**config.mk**
```make
export PLATFORM = sky130hd
export DESIGN_NAME = mem_if_unit
export DESIGN_NICKNAME = d
export VERILOG_FILES = /design/src/rtl/mem_if_unit.sv
export SDC_FILE = /design/constraint.sdc
export NUM_CORES = 1
export LEC_CHECK = 0
export ABC_AREA = 1
export CAP_MARGIN = 20
export CORE_MARGIN = 4
export CORE_UTILIZATION = 38
export CTS_CLUSTER_SIZE = 40
export DETAILED_ROUTE_END_ITERATION = 10
export PLACE_DENSITY = 0.77
export SETUP_SLACK_MARGIN = 0.05
export SYNTH_ARGS = -nofsm -noshare
export SYNTH_HDL_FRONTEND = slang
export SYNTH_SLANG_ARGS = --single-unit
```
**constraint.sdc**
```tcl
create_clock -name Clk -period 2.2 [get_ports Clk]
set_clock_uncertainty 0.2 [all_clocks]
set_input_delay 0.33 -clock Clk [delete_from_list [all_inputs] [get_ports Clk]]
set_output_delay 0.33 -clock Clk [all_outputs]
set_load 0.005 [all_outputs]
```
**src/rtl/mem_if_unit.sv**
```systemverilog
// mem_if_unit -- memory interface unit: MAR/MDR pair plus a small access
// sequencer that runs one read or write on a handshake memory port.
//
// Parameters:
//   DATA_W  : data path / MDR width
//   ADDR_W  : MAR / memory address width
//   TIMEOUT : max access cycles waited for mem_ack (MEM_IF_TIMEOUT_EN only)
//
// Ports:
//   Clk       in   clock, all state changes on the rising edge
//   Reset_al  in   asynchronous active-low reset
//   LD_MAR    in   load MAR from bus_data (IDLE only)
//   LD_MDR    in   load MDR from bus_data (IDLE only)
//   bus_data  in   datapath bus value
//   start_rd  in   start a read at MAR (wins over start_wr)
//   start_wr  in   start a write of MDR to MAR
//   mem_rdata in   memory read data
//   mem_ack   in   memory completes the current access
//   MAR       out  address register
//   MDR       out  data register
//   mem_addr  out  = MAR
//   mem_wdata out  = MDR
//   mem_ce    out  access strobe (RD/WR)
//   mem_we    out  write strobe (WR)
//   busy      out  state is not IDLE
//   done      out  one-cycle completion pulse
//   err       out  one-cycle timeout pulse (with done)
//
// Build option: define MEM_IF_TIMEOUT_EN to abort accesses that see no
// mem_ack within TIMEOUT cycles. Without it the unit waits forever and err=0.

module mem_if_unit #(
  parameter int unsigned DATA_W  = 16,
  parameter int unsigned ADDR_W  = 16,
  parameter int unsigned TIMEOUT = 15
) (
  input  logic              Clk,
  input  logic              Reset_al,
  input  logic              LD_MAR,
  input  logic              LD_MDR,
  input  logic [DATA_W-1:0] bus_data,
  input  logic              start_rd,
  input  logic              start_wr,
  input  logic [DATA_W-1:0] mem_rdata,
  input  logic              mem_ack,
  output logic [ADDR_W-1:0] MAR,
  output logic [DATA_W-1:0] MDR,
  output logic [ADDR_W-1:0] mem_addr,
  output logic [DATA_W-1:0] mem_wdata,
  output logic              mem_ce,
  output logic              mem_we,
  output logic              busy,
  output logic              done,
  output logic              err
);

  typedef enum logic [1:0] {
    IDLE = 2'd0,
    RD   = 2'd1,
    WR   = 2'd2,
    DONE = 2'd3
  } state_t;

  state_t state, state_nx;

  logic              ld_mar_en;
  logic              ld_mdr_en;
  logic              cap_rdata;
  logic              tmo_hit;
  logic [ADDR_W-1:0] mar_load;

  // bus_data -> MAR width adaptation (zero-extend or truncate)
  generate
    if (ADDR_W > DATA_W) begin : g_mar_ext
      assign mar_load = {{(ADDR_W-DATA_W){1'b0}}, bus_data};
    end else if (ADDR_W < DATA_W) begin : g_mar_trunc
      assign mar_load = bus_data[ADDR_W-1:0];
    end else begin : g_mar_eq
      assign mar_load = bus_data;
    end
  endgenerate

`ifdef MEM_IF_TIMEOUT_EN
  localparam int unsigned CNT_W = (TIMEOUT > 1) ? $clog2(TIMEOUT) : 1;

  logic [CNT_W-1:0] tmo_cnt;
  logic             err_q;
  logic             tmo_last;

  assign tmo_last = (tmo_cnt == CNT_W'(TIMEOUT - 1));

  // Held at zero in IDLE so every access starts counting from its first cycle.
  always_ff @(posedge Clk or negedge Reset_al) begin
    if (!Reset_al) begin
      tmo_cnt <= '0;
    end else if (state == IDLE) begin
      tmo_cnt <= '0;
    end else if (state == RD || state == WR) begin
      tmo_cnt <= tmo_cnt + 1'b1;
    end
  end

  always_ff @(posedge Clk or negedge Reset_al) begin
    if (!Reset_al) begin
      err_q <= 1'b0;
    end else begin
      err_q <= tmo_hit;
    end
  end

  assign err = err_q && (state == DONE);
`else
  assign err = 1'b0;
`endif

  always_ff @(posedge Clk or negedge Reset_al) begin
    if (!Reset_al) begin
      state <= IDLE;
    end else begin
      state <= state_nx;
    end
  end

  always_comb begin
    state_nx  = state;
    mem_ce    = 1'b0;
    mem_we    = 1'b0;
    done      = 1'b0;
    ld_mar_en = 1'b0;
    ld_mdr_en = 1'b0;
    cap_rdata = 1'b0;
    tmo_hit   = 1'b0;
    unique case (state)
      IDLE: begin
        ld_mar_en = LD_MAR;
        ld_mdr_en = LD_MDR;
        if (start_rd) begin
          state_nx = RD;
        end else if (start_wr) begin
          state_nx = WR;
        end
      end
      RD: begin
        mem_ce = 1'b1;
        if (mem_ack) begin
          cap_rdata = 1'b1;
          state_nx  = DONE;
        end
`ifdef MEM_IF_TIMEOUT_EN
        else if (tmo_last) begin
          tmo_hit  = 1'b1;
          state_nx = DONE;
        end
`endif
      end
      WR: begin
        mem_ce = 1'b1;
        mem_we = 1'b1;
        if (mem_ack) begin
          state_nx = DONE;
        end
`ifdef MEM_IF_TIMEOUT_EN
        else if (tmo_last) begin
          tmo_hit  = 1'b1;
          state_nx = DONE;
        end
`endif
      end
      DONE: begin
        done     = 1'b1;
        state_nx = IDLE;
      end
      default: state_nx = IDLE;
    endcase
  end

  // Loads are only enabled in IDLE, so MAR/MDR stay put during an access;
  // a load in the start cycle lands before the access state is entered.
  always_ff @(posedge Clk or negedge Reset_al) begin
    if (!Reset_al) begin
      MAR <= '0;
    end else if (ld_mar_en) begin
      MAR <= mar_load;
    end
  end

  always_ff @(posedge Clk or negedge Reset_al) begin
    if (!Reset_al) begin
      MDR <= '0;
    end else if (ld_mdr_en) begin
      MDR <= bus_data;
    end else if (cap_rdata) begin
      MDR <= mem_rdata;
    end
  end

  assign mem_addr  = MAR;
  assign mem_wdata = MDR;
  assign busy      = (state != IDLE);

endmodule

```
==> results by stage <==
Run status:
- The run finished with clean final reports.

Die:
- The area enclosed by the die boundary is 0.006212 mm².
- For this design the top-level I/O count stands at 108.
- The starting density of the core is 0.3982.
- The width of the die is 78.82 µm.
- The site row count is 25.
- The vertical extent of the die is 78.82 µm.
- The core box area is 0.004786 mm².

Worst hold path:
- The cell depth of the worst hold path is 2.
- The hold path endpoint is MAR[10].
- The path type of the worst min-delay path is flip-flop to flip-flop.
- The origin of the worst min-delay path is MAR[10].

Routing:
- The vias per cell is 4.377.
- The detailed-routing iteration count for the pre-antenna-repair pass is 4.
- The count of nets left with antenna violations once routing finished came out at 0.
- After detailed routing, the average wire length per cell comes to 12.37 µm.
- The DRC violation count after routing is 0.
- The number of DRC markers after the initial detailed-route iteration is 65.
- The via count is 1729.
- The routed design has 4.885 mm of wire.

Timing:
- The final number of setup-violating endpoints is 0.
- The worst path in the final design needs a cycle of 2.075 ns, including I/O delays and setup.
- Setup repair after global routing left no endpoint under its margin.
- The setup TNS is 0 ns.
- For the pin with the worst max-slew slack, the measured transition is 0.7515 ns.
- The upper clock frequency limit is 0.4820 GHz.
- The count of final max-slew check failures is 0.
- The worst slew margin relative to its limit is 0.4990.
- In the finished design, the share of the clock period the worst path needs comes to 0.9430.
- The final-report hold violation count is 0.

CTS:
- The clock slew seen by the registers of the worst setup and hold paths is 0.06 ns.
- TritonCTS created 5 clock buffers.
- The CTS H-tree depth is 2.
- No sink is reached through more buffers than the 2 on the longest clock path.
- The source-to-sink clock delay at the later pin of the worst-skew pair is 0.28 ns.
- The clock tree from TritonCTS is done.
- The cell at the root of the clock tree is sky130_fd_sc_hd__clkbuf_8.
- CTS saw 34 sinks.

Yosys:
- The net count after synthesis is 293.
- After synthesis, the cell types taking the most area are sky130_fd_sc_hd__dfrtp_1 (45%), sky130_fd_sc_hd__nand2_1 (18%), sky130_fd_sc_hd__buf_4 (13%), sky130_fd_sc_hd__inv_1 (7.1%), sky130_fd_sc_hd__nand3_1 (6.3%).
- The average instance in the mapped netlist occupies 7.653 µm².
- The mapped netlist covers 0.001906 mm².
- The portion of synthesized cell area occupied by the leading cell type is 0.4465.
- The post-synthesis instance total is 249.
- The cell taking the most area after synthesis is sky130_fd_sc_hd__dfrtp_1.
- The count of flip-flops with a built-in enable after synthesis is 0.
- The flop and latch count out of synthesis is 34.
- The netlist uses 14 different library cells.
- For this run, asynchronously set or reset flops after synthesis account for 1.000.
- Among all flip-flop cells after synthesis, the most frequent one is sky130_fd_sc_hd__dfrtp_1.
- The sequential cell area fraction in the yosys report is 0.4465.
- The synthesis warning total is 0.

Placed design:
- The routability-driven placement congestion ratio is 0.7917.
- The HPWL after detailed placement is 3.602 mm.
- The total of buffers placed on input and output ports is 106.

Finish:
- In the final layout, the multi-input gates occupy 623.1 µm².
- The top cell types in the final layout, fill and taps aside, are sky130_fd_sc_hd__clkdlybuf4s50_1 (105), sky130_fd_sc_hd__nand2_1 (90), sky130_fd_sc_hd__inv_1 (36).
- The number of diodes added for antenna fixing is 0.
- The most common library cell in the layout ignoring fill and taps is sky130_fd_sc_hd__clkdlybuf4s50_1.
- The net count of the finished layout is 371.
- In the final layout, flip-flops and latches occupy 850.8 µm².
- The end-of-flow core utilization is 0.6047.
- The layout-stage area growth over the synthesis result is 51.87%.
- The number of fillers in the final layout is 436.
- In the final layout, the share of cells above drive strength 1 is 0.05183.

Global route:
- The number of antenna violations at the first check in global routing was 0.
- The fraction of met2 tracks used by global routing is 0.2649.
- Entering global routing, the biggest net connects 35 pins.
- The wire length of the first global-routing pass is 8.128 mm.
- The most congested layer reported by global routing is met2.
- The met1 track demand over resource is 0.2199.
- Global routing finished with a remaining overflow of 0.
- The number of global-route vias before repair is 1718.
- The global-route total usage across every layer is 0.1648.
- The met3 track utilization from global routing is 0.04649.

Power:
- The power per unit of standard cell area is 1349 mW/mm².
- The leakage power total is 1.457 nW.
- The switching power of the nets is 1.348 mW.
- The combinational share of power is 0.575.
- The share of total power in sequential cells is 0.305.
- Of the total power, the share spent switching nets is 0.3453.
- The share of total power dissipated in the clock network is 0.120.
- Internal power comes to 2.556 mW.
- VDD sags by at most 0.7168 mV.

Worst setup path:
- The worst register-to-register path has a depth of 7.
- The startpoint of the lowest-slack register-to-register path is state[0].
- The worst-case register-to-register setup slack is 0.45 ns.
- For the worst setup path, the data arrival time is 1.54 ns.
- The worst setup path is launched from a flip-flop.
- The type of the worst setup path is flip-flop to output port.
- STA classifies the critical path endpoint as an output port.
- The worst reg2reg path endpoint is MDR[4].
- Along the worst path, the maximum fanout reaches 3.
- For the worst setup path, the data required time is 1.67 ns.

Job:
- Across the run, the number of max-cap violations was 0.
==> synthesized netlist by cell type, types with 2 or more instances <==
| cell type | n |
|---|---|
| sky130_fd_sc_hd__nand2_2 | 2 |
| sky130_fd_sc_hd__buf_6 | 3 |
| sky130_fd_sc_hd__ha_1 | 5 |
| sky130_fd_sc_hd__o21ai_0 | 14 |
| sky130_fd_sc_hd__nand2_1 | 90 |
| sky130_fd_sc_hd__nand3_1 | 24 |
| sky130_fd_sc_hd__buf_2 | 2 |
| sky130_fd_sc_hd__clkbuf_1 | 3 |
| sky130_fd_sc_hd__dfrtp_1 | 34 |
| sky130_fd_sc_hd__buf_4 | 33 |
| sky130_fd_sc_hd__inv_1 | 36 |
==> layer usage <==
| layer | vias to the layer above | share of wire |
|---|---|---|
| met5 | - | 0 |
| met2 | 85 | 0.48 |
| li1 | 871 | - |
| met4 | 0 | 0.0074 |
| met1 | 769 | 0.44 |
| met3 | 4 | 0.077 |
==> state kept, by name, summed over array words and instances, names as in the netlist <==
| register | count |
|---|---|
| MDR | 16 |
| state | 2 |
| MAR | 16 |
==> kinds of logic (layout without fill, tap and decap cells) <==
family	Yosys count	after routing	synth area share
buf+inv	78	157	0.2331
fa+ha+maj	5	5	0.03283
simple gates	117	117	0.2488
flops	34	34	0.4465
other cells	1	1	0.001968
compound gates	14	14	0.03677
==> power groups by stage <==
stage | Sequential (mW) | Combinational (mW) | Clock, mW
6_report | 1.19 | 2.25 | 0.467
5_1_grt | 1.24 | 2.49 | 0.514
4_1_cts | 1.20 | 2.22 | 0.482
3_5_place_dp | 1.20 | 2.21 | 0
3_3_place_gp | 1.19 | 2.17 | 0
2_1_floorplan | 1.18 | 1.14 | 0
==> worst max path at each step <==
stage	start	to	slack, ns	cells past startpoint
after floorplan	state[0]	MDR[10]	0.61	9
after global placement	state[0]	busy	0.39	4
after detailed placement	state[0]	busy	0.36	4
after CTS	state[0]	busy	0.05	4
after global routing	state[0]	mem_ce	0.07	3
final	state[1]	mem_ce	0.13	3
==> metrics by stage <==
step | hold slack (ns) | area, µm² | total power, mW | cells | setup WS, ns
2_1_floorplan | -0.1656 | 1906 | 2.322 | 249 | 0.6109
3_3_place_gp | 0.2396 | 2765 | 3.361 | 384 | 0.3853
3_5_place_dp | 0.2440 | 2765 | 3.406 | 384 | 0.3553
4_1_cts | 0.3137 | 2867 | 3.900 | 393 | 0.04825
5_1_grt | 0.3395 | 2894 | 4.246 | 395 | 0.07413
6_report | 0.3073 | 2894 | 3.905 | 395 | 0.1254
==> critical path, stage by stage, from the launching register on <==
cell	delay [ns]
sky130_fd_sc_hd__dfrtp_1	0.38
sky130_fd_sc_hd__inv_1	0.11
sky130_fd_sc_hd__ha_4	0.29
sky130_fd_sc_hd__clkdlybuf4s50_1	0.49
==> layout make-up <==
class,count,share of cell area
clock buffers,7,0.02983
well taps,67,0.02897
flip-flops and latches,34,0.2940
repair buffers,112,0.3813
inverters,37,0.04885
multi-input cells,137,0.2153
clock inverters,1,0.001729
==> what timing repair did <==
item                                   4_1_cts  5_1_grt
setup endpoints to repair                    1        2
hold buffers                                 1        0
setup buffers                                0        2
endpoints found under the hold margin       34        0
gates resized for setup                      0        2
No activity file was read; power rests on OpenSTA's default activity.
